## config.mk

```make
export PLATFORM = sky130hd
export DESIGN_NAME = wb_cmd_master
export DESIGN_NICKNAME = d
export VERILOG_FILES = /design/src/rtl/wb_cmd_master_pkg.sv /design/src/rtl/wb_cmd_master.sv
export SDC_FILE = /design/constraint.sdc
export NUM_CORES = 1
export LEC_CHECK = 0
export BUFFER_PORTS_ARGS = -buffer_cell sky130_fd_sc_hd__buf_2
export CORE_MARGIN = 2
export CORE_UTILIZATION = 38
export DETAILED_ROUTE_END_ITERATION = 7
export PLACE_DENSITY = 0.72
export SLEW_MARGIN = 10
export SYNTH_ARGS = -nofsm -noshare
export SYNTH_HDL_FRONTEND = slang
export SYNTH_SLANG_ARGS = --single-unit
```

## constraint.sdc

```tcl
create_clock -name clk_i -period 2 [get_ports clk_i]
set_clock_uncertainty 0.15 [all_clocks]
set_input_delay 0.2 -clock clk_i [delete_from_list [all_inputs] [get_ports clk_i]]
set_output_delay 0.2 -clock clk_i [all_outputs]
set_load 0.005 [all_outputs]
```

## src/rtl/wb_cmd_master_pkg.sv

```systemverilog
// Shared definitions for the byte-command Wishbone master: state encodings,
// command byte field positions and default response codes.
package wb_cmd_master_pkg;

    typedef enum logic [2:0] {
        WBM_IDLE     = 3'd0,
        WBM_GET_DATA = 3'd1,
        WBM_STROBE   = 3'd2,
        WBM_WAIT_ACK = 3'd3,
        WBM_RESPOND  = 3'd4
    } wbm_state_t;

    localparam int WBM_CMD_WE_BIT  = 7;
    localparam int WBM_CMD_ADR_MSB = 3;

    localparam logic [7:0] WBM_RSP_WR_OK_DEF   = 8'h4B;
    localparam logic [7:0] WBM_RSP_TIMEOUT_DEF = 8'hEE;

endpackage

```

## src/rtl/wb_cmd_master.sv

```systemverilog
// Wishbone classic initiator driven by a byte command stream; returns one
// response byte per transfer. WB_MASTER_TIMEOUT_EN adds the ack timeout abort.
module wb_cmd_master
    import wb_cmd_master_pkg::*;
#(
    parameter int         TIMEOUT     = 255,
    parameter logic [7:0] RSP_WR_OK   = WBM_RSP_WR_OK_DEF,
    parameter logic [7:0] RSP_TIMEOUT = WBM_RSP_TIMEOUT_DEF
) (
    input  logic       clk_i,
    input  logic       rst_i,
    input  logic [7:0] cmd_dat_i,
    input  logic       cmd_valid_i,
    output logic       cmd_ready_o,
    output logic [7:0] rsp_dat_o,
    output logic       rsp_valid_o,
    input  logic       rsp_ready_i,
    output logic       cyc_o,
    output logic       stb_o,
    output logic       we_o,
    output logic [3:0] adr_o,
    output logic [7:0] dat_o,
    input  logic [7:0] dat_i,
    input  logic       ack_i,
    output logic       busy_o
);

    // Both streams use valid/ready: a byte moves on a posedge where valid and
    // ready are both high; the producer holds its byte stable until then.
    wbm_state_t state, state_nxt;
    logic [7:0] rsp_q, rsp_d;
    logic [3:0] adr_q;
    logic       we_q;
    logic [7:0] dat_q;
    logic       timeout_hit;

    logic unused_cmd_bits;
    assign unused_cmd_bits = ^cmd_dat_i[WBM_CMD_WE_BIT-1:WBM_CMD_ADR_MSB+1];

    always_ff @(posedge clk_i) begin
        if (rst_i) begin
            state <= WBM_IDLE;
            rsp_q <= 8'h00;
            adr_q <= 4'h0;
            we_q  <= 1'b0;
            dat_q <= 8'h00;
        end else begin
            state <= state_nxt;
            rsp_q <= rsp_d;
            if (state == WBM_IDLE && cmd_valid_i) begin
                adr_q <= cmd_dat_i[WBM_CMD_ADR_MSB:0];
                we_q  <= cmd_dat_i[WBM_CMD_WE_BIT];
            end
            if (state == WBM_GET_DATA && cmd_valid_i) begin
                dat_q <= cmd_dat_i;
            end
        end
    end

    always_comb begin
        state_nxt   = state;
        rsp_d       = rsp_q;
        cmd_ready_o = 1'b0;
        cyc_o       = 1'b0;
        stb_o       = 1'b0;
        case (state)
            WBM_IDLE: begin
                cmd_ready_o = 1'b1;
                if (cmd_valid_i) begin
                    state_nxt = cmd_dat_i[WBM_CMD_WE_BIT] ? WBM_GET_DATA : WBM_STROBE;
                end
            end
            WBM_GET_DATA: begin
                cmd_ready_o = 1'b1;
                if (cmd_valid_i) begin
                    state_nxt = WBM_STROBE;
                end
            end
            WBM_STROBE: begin
                // A combinational peripheral may ack in the strobe cycle itself.
                cyc_o = 1'b1;
                stb_o = 1'b1;
                if (ack_i) begin
                    rsp_d     = we_q ? RSP_WR_OK : dat_i;
                    state_nxt = WBM_RESPOND;
                end else begin
                    state_nxt = WBM_WAIT_ACK;
                end
            end
            WBM_WAIT_ACK: begin
                cyc_o = 1'b1;
                if (ack_i) begin
                    rsp_d     = we_q ? RSP_WR_OK : dat_i;
                    state_nxt = WBM_RESPOND;
                end else if (timeout_hit) begin
                    rsp_d     = RSP_TIMEOUT;
                    state_nxt = WBM_RESPOND;
                end
            end
            WBM_RESPOND: begin
                if (rsp_ready_i) begin
                    state_nxt = WBM_IDLE;
                end
            end
            default: state_nxt = WBM_IDLE;
        endcase
    end

`ifdef WB_MASTER_TIMEOUT_EN
    localparam int CNT_W = $clog2(TIMEOUT + 1);
    logic [CNT_W-1:0] wait_cnt;

    always_ff @(posedge clk_i) begin
        if (rst_i) begin
            wait_cnt <= '0;
        end else if (state_nxt == WBM_STROBE) begin
            wait_cnt <= '0;
        end else if (state == WBM_WAIT_ACK) begin
            wait_cnt <= wait_cnt + CNT_W'(1);
        end
    end

    // Fires on the TIMEOUT-th cycle spent in WAIT_ACK.
    assign timeout_hit = (wait_cnt == CNT_W'(TIMEOUT - 1));
`else
    logic unused_cfg;
    assign unused_cfg  = (TIMEOUT == 0) ^ (^RSP_TIMEOUT);
    assign timeout_hit = 1'b0;
`endif

    assign rsp_dat_o   = rsp_q;
    assign rsp_valid_o = (state == WBM_RESPOND);
    assign busy_o      = (state != WBM_IDLE);
    assign we_o        = we_q;
    assign adr_o       = adr_q;
    assign dat_o       = dat_q;

endmodule

```

== Yosys cells after proc, flatten, opt, wreduce, memory -nomap -nowiden ==
Cells that the tools add are included.
Word-level totals
  bits in registers: 24
  input port bits: 21
  output and inout bits: 26
  word-level logic and storage cells: 32
Cells by class
  equal/unequal tests: 8
  mux-type cells: 11
  reduce and logical (&&, ||, !) cells: 8
Operator list (count)
  two-way mux 3 bit: 5
  case mux 3 bit (5 select lines): 1
  two-way mux 8 bit: 1
  equality test 3 x 2 -> 1 bit, second input constant: 2
  != test 2 bit, second input constant: 3
  AND reduction 4 bit: 1
  OR reduction 2 bit: 2
  equality test 3 x 1 -> 1 bit, second input constant: 1
  equality test 3 bit, second input constant: 1
  zero test 3 bit: 1
  two-way mux 1 bit: 3
  nonzero test 3 bit: 1
  logical AND 1 bit: 2
  two-way mux 2 bit: 1
  != test 2 x 1 -> 1 bit, second input constant: 1
  AND reduction 2 bit: 1

== Longest topological paths before layout ==
Gate-level depths: netlist of run 1.
  depth after elaboration: 3
  gate-level depth with buffers: 5
  depth with buffers taken out: 3

== Worst setup path after synthesis of run 1 ==
No wires, ideal clock.
  path kind: register to register
  start: register state[1]
  end: register dat_q[0], in the netlist dat_o[0]
  library setup time: 128 ps
  arrival time: 1127 ps
  required time: 1722 ps
  setup slack: 595 ps
  stages on the path, launching flop included: 6
  buffers on the path: 2
  clock period less this slack: 1405 ps
  path through: dfxtp_1 > clkbuf_2 > and4bb_2 > buf_4 > mux2i_1 > nor2_1
Between the ends
  longest elaborated chain between the ends: 2
Ends and longest elaborated chain
  start, declared: line wb_cmd_master.sv:30  | wbm_state_t state, state_nxt;
  start signal, assigned: line wb_cmd_master.sv:48  | state <= state_nxt;
  equality test 3 x 1 -> 1 bit: line wb_cmd_master.sv:54  | if (state == WBM_GET_DATA && cmd_valid_i) begin
  logical AND 1 bit: line wb_cmd_master.sv:54
  end signal, assigned: line wb_cmd_master.sv:55  | dat_q <= cmd_dat_i;
  end, declared: line wb_cmd_master.sv:34  | logic [7:0] dat_q;
Every way passes these cells.
A chain may end at the register's enable or synchronous reset.

== Final worst setup path of run 1 ==
  start: register state[1]
  end: output port stb_o
Between the ends
  longest elaborated chain between the ends: 2
Ends and longest elaborated chain
  equality test 3 x 2 -> 1 bit: line wb_cmd_master.sv:66  | case (state)
  two-way mux 1 bit: line wb_cmd_master.sv:66
  end, declared: line wb_cmd_master.sv:19  | output logic stb_o,
Every way passes these cells.

==> metrics.cfg, run 1 <==
[yosys]
synth_area_leader_cell=dfxtp_1
syn_area_per_cell_um2=9.494
synth-edff-count=0
yosys-top-cells-area=dfxtp_1 50%, mux2i_1 13%, nor2_1 7.8%
syn-cell-area_um2=968.4
yosys_warnings=0
synthArstFlopShare_pct=0
synth-seq-area-share_pct=49.61
yosysUniqueCellTypes=22
mappedNetlistNets=123
ys_ff_latch=24
synthFlopType=dfxtp_1
syn_inst=102
synth_top_area_share_pct=49.61

[sta]
period_needed_ns=1.649
hold_viol=0
setup_violations=0
setup-tns-final_ns=0
relSlewSlack_pct=65.62
hold_ws_ns=0.02649
finalMaxSlewViolations=0
rsz0062_at_grt=no
max_freq_mhz=606.3
fin_crit_sh_pct=82.47
tightest_slew_ns=0.5136

[clocking]
clk-insertion-delay-late_ns=0.30
cts_root_buf=clkbuf_4
tritoncts=done
htree_levels=1
ctsResizeCount=0
cts_buffer_depth=2
cts_buffers=3
cts_sinks=24
path_clk_slew_ns=0.12

[layout]
area_growth_pct=41.86
diodes=0
final_cell_mix=46 x buf_2, 24 x dfxtp_1, 20 x nor2_1
layout_commonest_cell=buf_2
drive_gt1_share_pct=33.96
layout.nets=181

[grt]
grt.overflow.total=0
met2_usage_pct=29.32
grt_max_degree=25
grt_util_met3_pct=2.459
grt_pass1_wl_um=3608
grt_pass1_vias=839
antenna_found_initial=0
grt.total_usage_pct=16.64
use_met1_pct=20.47
grt-busiest-layer=met2

[pwr]
ir_drop_uv=467.6
power.density_nw_per_um2=680.7
leakage_uw=0.0006329

[critical_path]
critPathBufInv=2
critPathMaxFanout=11
timing.rr.start=state[2]$_SDFFE_PP0P_
cp-startpoint=state[1]$_SDFFE_PP0P_
r2r_slack_ns=0.45
crit_path_start_kind=register
slowest_delay_ns=0.55
critical_path_class=reg2out
slowest_stage=dfxtp_1
ff2ff_path_depth=3
cp_data_required_time_ns=1.65
rr_endpoint=adr_o[1]$_SDFFE_PP0P_
cp_top_family=flip-flops
cp-end-kind=output pin
path_cells=inv_1, nor3_1, buf_2
arrival_ns=1.30

[detailed_routing]
drtIter0Drc=15
ant_nets=0
drc=0
first_pass_iters=4
via_per_inst=4.799
drt_wl_total_um=2284
wl_per_cell_um=12.08
num_vias=907

[min_path]
hold-path-endpoint=dat_o[7]$_SDFFE_PP0P_
hold_path_class=in2reg
min_from=cmd_dat_i[7]
min_path_cells=3

[placement]
gp_congestion=0.7265
hpwl_um=1569
port-buffer-count=46

[floorplan]
die_area_um2=2968
core_area_um2=2455
start_util_pct=39.45
fp.dieH_um=54.48
io_pins=47
rows=18
die_w_um=54.48

[flow_run]
drv_cap=0

[outcome]
status=complete, no violations

-- logic make-up after synthesis --
kind of cell	synth area share [%]
DFF	49.61
muxes	14.60
buffers and inverters	4.780
AOI/OAI and AO/OA	4.652
and+or+nand+nor	26.36
-- Yosys cell counts, types with 2 or more instances --
library cell,number
inv_1,2
a21oi_1,6
dfxtp_1,24
nor3_1,10
nand2_1,4
or3_1,2
nand2b_1,2
nand3b_1,5
clkbuf_1,3
nor2_1,20
mux2i_1,13
-- routing by layer --
layer / routed length (um) / share of wire, % / up-vias
li1: - / - / 461
met1: 958 / 42 / 426
met2: 1218 / 53 / 18
met3: 92 / 4.0 / 2
met4: 15 / 0.66 / 0
met5: 0 / 0 / -
-- repair_timing --
action	4_1_cts	5_1_grt
hold endpoints to repair	18	0
hold buffers	14	0
buffers inserted	0	0
-- tightest hold or removal path, delay by kind of cell --
kind,cells,cell delay (ns)
multiplexers,1,0.07
AND/OR/NAND/NOR,1,0.07
buffers and inverters,1,0.11
-- worst max-delay path by stage --
stage	to	slack [ns]	depth (start not counted)
3_3_place_gp	adr_o[2]$_SDFFE_PP0P_	0.49	3
2_1_floorplan	dat_o[0]$_SDFFE_PP0P_	0.60	5
5_1_grt	stb_o	0.24	3
6_report	stb_o	0.35	3
3_5_place_dp	adr_o[1]$_SDFFE_PP0P_	0.46	3
4_1_cts	stb_o	0.34	3
-- stage by stage --
| step | cell area [um^2] | std cells | util (%) | total power [uW] | setup slack, ns |
|---|---|---|---|---|---|
| finish | 1374 | 189 | 55.96 | 935.2 | 0.3506 |
| global route | 1374 | 189 | 55.96 | 983.6 | 0.2430 |
| CTS | 1374 | 189 | 55.96 | 950.0 | 0.3388 |
| detailed placement | 1197 | 171 | 48.78 | 678.4 | 0.4643 |
| global placement | 1197 | 171 | 48.78 | 674.8 | 0.4925 |
| floorplan | 968.4 | 102 | - | 617.8 | 0.5954 |
-- sequential cells by signal, indices dropped and copies added (netlist names) --
name / flops
rsp_dat_o: 8
state: 3
dat_o: 8
we_o: 1
adr_o: 4
-- power breakdown --
part	switching, uW	total, uW	internal [uW]
sequential	23.3	526	503
clock	135	246	111
combinational	69.6	162	92.9
total	228	935	707
-- layout make-up --
type | instances | area [um^2]
repair buffers | 60 | 370.4
well taps | 30 | 37.54
inverters | 2 | 7.507
clock buffers | 4 | 36.28
flip-flops and latches | 24 | 480.5
fillers | 231 | 1081
multi-input cells | 69 | 441.7
Power figures use the tool's default switching activity.
==> run 2: changes to the inputs <==
- PLACE_DENSITY: 0.72 -> 0.75
- clock period: 2 -> 1.3 ns (I/O delays scaled with it)
==> run 2 against run 1 <==
Effect of this change: the run now ends with setup timing left; first-iteration DRC count fell by 40%; count of clock-buffer cells in the layout fell by 1; largest cell class is now buffers; register-to-register slack got worse by 0.64 ns; utilization rose by 12 points; critical endpoint is now busy_o; power rose by 83%; worst setup slack got worse by 0.59 ns; via count rose by 14%.
==> metrics.cfg, run 2 (same netlist as run 1, synthesis figures left out) <==
[sta]
tightest_slew_ns=0.4494  ; was 0.5136 ns
relSlewSlack_pct=70.04  ; was 65.62%
setup_violations=29  ; was 0
rsz0062_at_grt=yes  ; was no
period_needed_ns=1.542
setup_slack_ns=-0.2416  ; was 0.3506 ns
max_freq_mhz=648.7
hold_viol=0  ; unchanged
fin_crit_sh_pct=118.6
finalMaxSlewViolations=0  ; unchanged

[grt]
grt_pass1_vias=903  ; was 839
grt_pass1_wl_um=3850  ; was 3608 um
grt.total_usage_pct=18.27  ; was 16.64%
grt.overflow.total=0  ; unchanged
antenna_found_initial=0  ; unchanged
grt_max_degree=25  ; unchanged

[detailed_routing]
wl_per_cell_um=12.59  ; was 12.08 um
drtIter0Drc=9  ; was 15
drt_wl_total_um=2657  ; was 2284 um
drc=0  ; unchanged
first_pass_iters=4  ; unchanged
via_per_inst=4.882  ; was 4.799
num_vias=1030  ; was 907
ant_nets=0  ; unchanged

[clocking]
cts_buffer_depth=2  ; unchanged
tritoncts=done  ; unchanged
path_clk_slew_ns=0.14  ; was 0.12 ns
cts_sinks=24  ; unchanged
htree_levels=1  ; unchanged
clk-insertion-delay-late_ns=0.32  ; was 0.30 ns
cts_root_buf=clkbuf_4  ; unchanged
cts_buffers=3  ; unchanged

[placement]
gp_congestion=0.7187  ; was 0.7265
port-buffer-count=46  ; unchanged
hpwl_um=1702  ; was 1569 um
place_ws_ns=-0.1310  ; was 0.4643 ns

[floorplan]
die_w_um=54.48  ; unchanged
fp.dieH_um=54.48  ; unchanged
core_area_um2=2455  ; unchanged
start_util_pct=39.45  ; unchanged
io_pins=47  ; unchanged
die_area_um2=2968  ; unchanged
rows=18  ; unchanged

[flow_run]
drv_cap=0  ; unchanged

[critical_path]
critical_path_class=reg2out  ; unchanged
critPathMaxFanout=4  ; was 11
crit_path_start_kind=register  ; unchanged
arrival_ns=1.26  ; was 1.30 ns
cp_data_required_time_ns=1.02  ; was 1.65 ns
cp-end-kind=output pin  ; unchanged

[min_path]
hold_path_class=in2reg  ; unchanged

[layout]
layout_commonest_cell=buf_2  ; unchanged
area_growth_pct=72.87  ; was 41.86%
diodes=0  ; unchanged
seqCellArea_um2=488.0  ; was 480.5 um^2
layout.nets=203  ; was 181
final_cell_mix=46 x buf_2, 20 x dfxtp_1, 19 x nor2_1  ; was 46 x buf_2, 24 x dfxtp_1, 20 x nor2_1
nFillCells=193  ; was 231
drive_gt1_share_pct=49.72  ; was 33.96%
multi_input_area_um2=518.0  ; was 441.7 um^2

[pwr]
power.density_nw_per_um2=1021  ; was 680.7 nW/um^2
leakage_uw=0.0007820  ; was 0.0006329 uW
ir_drop_uv=857.4  ; was 467.6 uV
power_uw=1710  ; was 935.2 uW

[outcome]
violations=setup timing
status=complete, but fails checks  ; was complete, no violations

-- run 2: cell types whose count changed in the layout (fill, tap and decap cells not counted), sizes merged --
cell,before,now
dlygate4sd3,14,18
buf,46,64
bufinv,0,1
clkbuf,4,3
-- run 2: final cells by class --
cell class              instances  area share, %
multi-input cells              69          30.94
inverters                       2         0.5979
repair buffers                 82          33.93
flip-flops and latches         24          29.15
clock inverters                 1          1.794
clock buffers                   3          1.345
well taps                      30          2.242
-- run 2: stage by stage --
step	setup TNS [ns]	instances	cell area, um^2	hold slack (ns)	utilization (%)
2_1_floorplan	-1.174	102	972.2	0.05931	-
3_3_place_gp	-0.8304	177	1242	0.2152	50.61
3_5_place_dp	-1.672	177	1242	0.2299	50.61
4_1_cts	-3.873	207	1600	0.01850	65.19
5_1_grt	-5.436	211	1674	0.03508	68.20
6_report	-3.539	211	1674	0.02314	68.20
-- run 2: power by group --
part / internal [uW] / switching [uW]
Sequential: 775 / 28.7
Combinational: 220 / 148
Clock: 312 / 225
Total: 1310 / 402
-- run 2: final timing paths --
| path | slack (ns) | cells past startpoint | start | endpoint |
|---|---|---|---|---|
| max | -0.24 | 3 | state[2]$_SDFFE_PP0P_ | busy_o |
| min | 0.02 | 3 | cmd_valid_i | state[1]$_SDFFE_PP0P_ |
| max reg2reg | -0.19 | 5 | state[2]$_SDFFE_PP0P_ | adr_o[2]$_SDFFE_PP0P_ |
| min reg2reg | 0.32 | 2 | rsp_dat_o[2]$_SDFFE_PP0P_ | rsp_dat_o[2]$_SDFFE_PP0P_ |
-- run 2: timing repair --
item,CTS,global route
hold endpoints to repair,22,0
hold buffers,18,0
pin swaps,13,3
buffers inserted,8,4
gates resized for setup,19,10
endpoints found under the setup margin,27,28
-- run 2: metal layers --
metal	routed length, um	GRT usage (%)	part of all wire (%)	vias up
met4	70	8.333	2.6	0
li1	-	-	-	505
met1	1068	20.88	40	488
met3	92	3.552	3.5	7
met2	1426	32.53	54	30
met5	0	0	0	-
-- run 2: critical path, cell delays in order (launching register included) --
cell and delay [ns]:
dfxtp_2 0.35, buf_6 0.11, or3_1 0.34, buf_2 0.13
==> run 3: changes to the inputs <==
- PLACE_DENSITY: 0.75 -> 0.72
- clock period: 1.3 -> 1.7 ns (I/O delays scaled with it)
==> run 3 against run 2 <==
Effect of this change: the run now ends clean; critical path type unchanged; register-to-register slack gained 0.42 ns; wire length down 11%; global-route usage fell by 0.91 points; clock power is 46% lower; critical endpoint unchanged; sequential share of layout area grew 5.3 points.
==> metrics.cfg, run 3 (same netlist as run 1, synthesis figures left out) <==
[pwr]
ir_drop_uv=610.1  ; was 857.4 uV
power.density_nw_per_um2=789.9  ; was 1021 nW/um^2
leakage_uw=0.0006475  ; was 0.0007820 uW

[grt]
met2_usage_pct=29.92  ; was 32.53%
grt.total_usage_pct=17.36  ; was 18.27%
use_met1_pct=20.24  ; was 20.88%
grt_pass1_vias=826  ; was 903
grt.overflow.total=0  ; unchanged
grt-busiest-layer=met2  ; unchanged
grt_max_degree=25  ; unchanged
grt_util_met3_pct=3.279  ; was 3.552%
grt_pass1_wl_um=3588  ; was 3850 um
antenna_found_initial=0  ; unchanged

[placement]
port-buffer-count=46  ; unchanged
place_ws_ns=0.1966  ; was -0.1310 ns
gp_congestion=0.7606  ; was 0.7187
hpwl_um=1547  ; was 1702 um
place_area_um2=1205  ; was 1242 um^2

[clocking]
cts_buffer_depth=2  ; unchanged
clk-insertion-delay-late_ns=0.31  ; was 0.32 ns
postCtsSetupRepairBufs=0  ; was 8
htree_levels=1  ; unchanged
cts_buffers=3  ; unchanged
tritoncts=done  ; unchanged
cts_root_buf=clkbuf_4  ; unchanged
path_clk_slew_ns=0.13  ; was 0.14 ns
cts_sinks=24  ; unchanged

[detailed_routing]
ant_nets=0  ; unchanged
drt_wl_total_um=2377  ; was 2657 um
drc=0  ; unchanged
first_pass_iters=4  ; unchanged
wl_per_cell_um=12.38  ; was 12.59 um
drtIter0Drc=12  ; was 9
num_vias=913  ; was 1030
via_per_inst=4.755  ; was 4.882

[sta]
tightest_slew_ns=0.4677  ; was 0.4494 ns
rsz0062_at_grt=no  ; was yes
setup-tns-final_ns=0  ; was -3.539 ns
setup_violations=0  ; was 29
fin_crit_sh_pct=96.34
finalMaxSlewViolations=0  ; unchanged
period_needed_ns=1.638
setup_slack_ns=0.06221  ; was -0.2416 ns
hold_viol=0  ; unchanged
relSlewSlack_pct=68.69  ; was 70.04%
max_freq_mhz=610.6

[floorplan]
core_area_um2=2455  ; unchanged
die_w_um=54.48  ; unchanged
die_area_um2=2968  ; unchanged
fp.dieH_um=54.48  ; unchanged
start_util_pct=39.45  ; unchanged
io_pins=47  ; unchanged
rows=18  ; unchanged

[outcome]
status=complete, no violations  ; was complete, but fails checks

[critical_path]
cp_top_family=flip-flops  ; unchanged
crit_path_start_kind=register  ; unchanged
r2r_slack_ns=0.23  ; was -0.19 ns
slowest_delay_ns=0.36  ; was 0.35 ns
path_cells=buf_4, or3_1, buf_2  ; was buf_6, or3_1, buf_2
ff2ff_path_depth=3  ; was 5
arrival_ns=1.32  ; was 1.26 ns
slowest_stage=dfxtp_2  ; unchanged
timing.rr.start=state[0]$_SDFFE_PP0P_  ; was state[2]$_SDFFE_PP0P_
critPathMaxFanout=9  ; was 4
cp_data_required_time_ns=1.38  ; was 1.02 ns
cp-end-kind=output pin  ; unchanged
rr_endpoint=dat_o[4]$_SDFFE_PP0P_  ; was adr_o[2]$_SDFFE_PP0P_
critPathBufInv=2  ; unchanged
critical_path_class=reg2out  ; unchanged

[min_path]
min_path_cells=3  ; unchanged
hold_path_class=in2reg  ; unchanged
min_from=ack_i  ; was cmd_valid_i
hold-path-endpoint=state[0]$_SDFFE_PP0P_  ; was state[1]$_SDFFE_PP0P_

[layout]
final_cell_mix=46 x buf_2, 22 x dfxtp_1, 20 x nor2_1  ; was 46 x buf_2, 20 x dfxtp_1, 19 x nor2_1
stdcell_area_um2=1404  ; was 1674 um^2
area_growth_pct=44.96  ; was 72.87%
multi_input_area_um2=441.7  ; was 518.0 um^2
diodes=0  ; unchanged
layout.nets=184  ; was 203
drive_gt1_share_pct=35.19  ; was 49.72%
nFillCells=215  ; was 193
layout_commonest_cell=buf_2  ; unchanged
seqCellArea_um2=483.0  ; was 488.0 um^2
utilization_pct=57.19  ; was 68.20%

[flow_run]
drv_cap=0  ; unchanged

==> run 3: cell types whose count changed in the layout (fill, tap and decap cells not counted), sizes merged <==
cell and change:
dlygate4sd3 -2, clkbuf +1, bufinv -1, buf -17
==> run 3: metal layers <==
metal	part of all wire, %	vias up
li1	-	466
met1	40	423
met2	55	19
met3	3.6	5
met4	1.8	0
met5	0	-
==> run 3: power by group <==
| group | switching (uW) | internal (uW) |
|---|---|---|
| logic | 84.3 | 113 |
| clock network | 162 | 131 |
| registers | 26.2 | 593 |
==> run 3: final cells by class <==
cell class / count / area share (%)
clock buffers: 4 / 2.585
inverters: 2 / 0.5348
multi-input cells: 69 / 31.46
flip-flops and latches: 24 / 34.40
well taps: 30 / 2.674
repair buffers: 63 / 28.34
==> run 3: how the worst max path moves through the flow <==
stage / from / endpoint / slack [ns] / cells past startpoint
floorplan: state[1]$_SDFFE_PP0P_ / dat_o[0]$_SDFFE_PP0P_ / 0.30 / 5
global route: state[2]$_SDFFE_PP0P_ / busy_o / 0.001 / 3
detailed placement: state[1]$_SDFFE_PP0P_ / dat_o[4]$_SDFFE_PP0P_ / 0.20 / 3
global placement: state[1]$_SDFFE_PP0P_ / dat_o[0]$_SDFFE_PP0P_ / 0.24 / 3
CTS: state[2]$_SDFFE_PP0P_ / busy_o / 0.04 / 3
finish: state[2]$_SDFFE_PP0P_ / busy_o / 0.06 / 3
==> run 3: through the flow <==
step | total power [uW] | std cells | hold WS (ns)
finish | 1109 | 192 | 0.006301
global route | 1170 | 192 | 0.003116
CTS | 1117 | 192 | 0.004253
detailed placement | 798.6 | 172 | 0.2703
global placement | 794.7 | 172 | 0.2570
floorplan | 726.9 | 102 | 0.09931
==> run 3: worst min-delay path: cells and delay by family <==
family,cells,cell delay [ns]
compound gates,2,0.16
buf+inv,1,0.11
==> run 3: timing repair <==
item	4_1_cts	5_1_grt
resized for setup	0	2
endpoints found under the hold margin	21	0
endpoints found under the setup margin	0	2
hold buffers	16	0
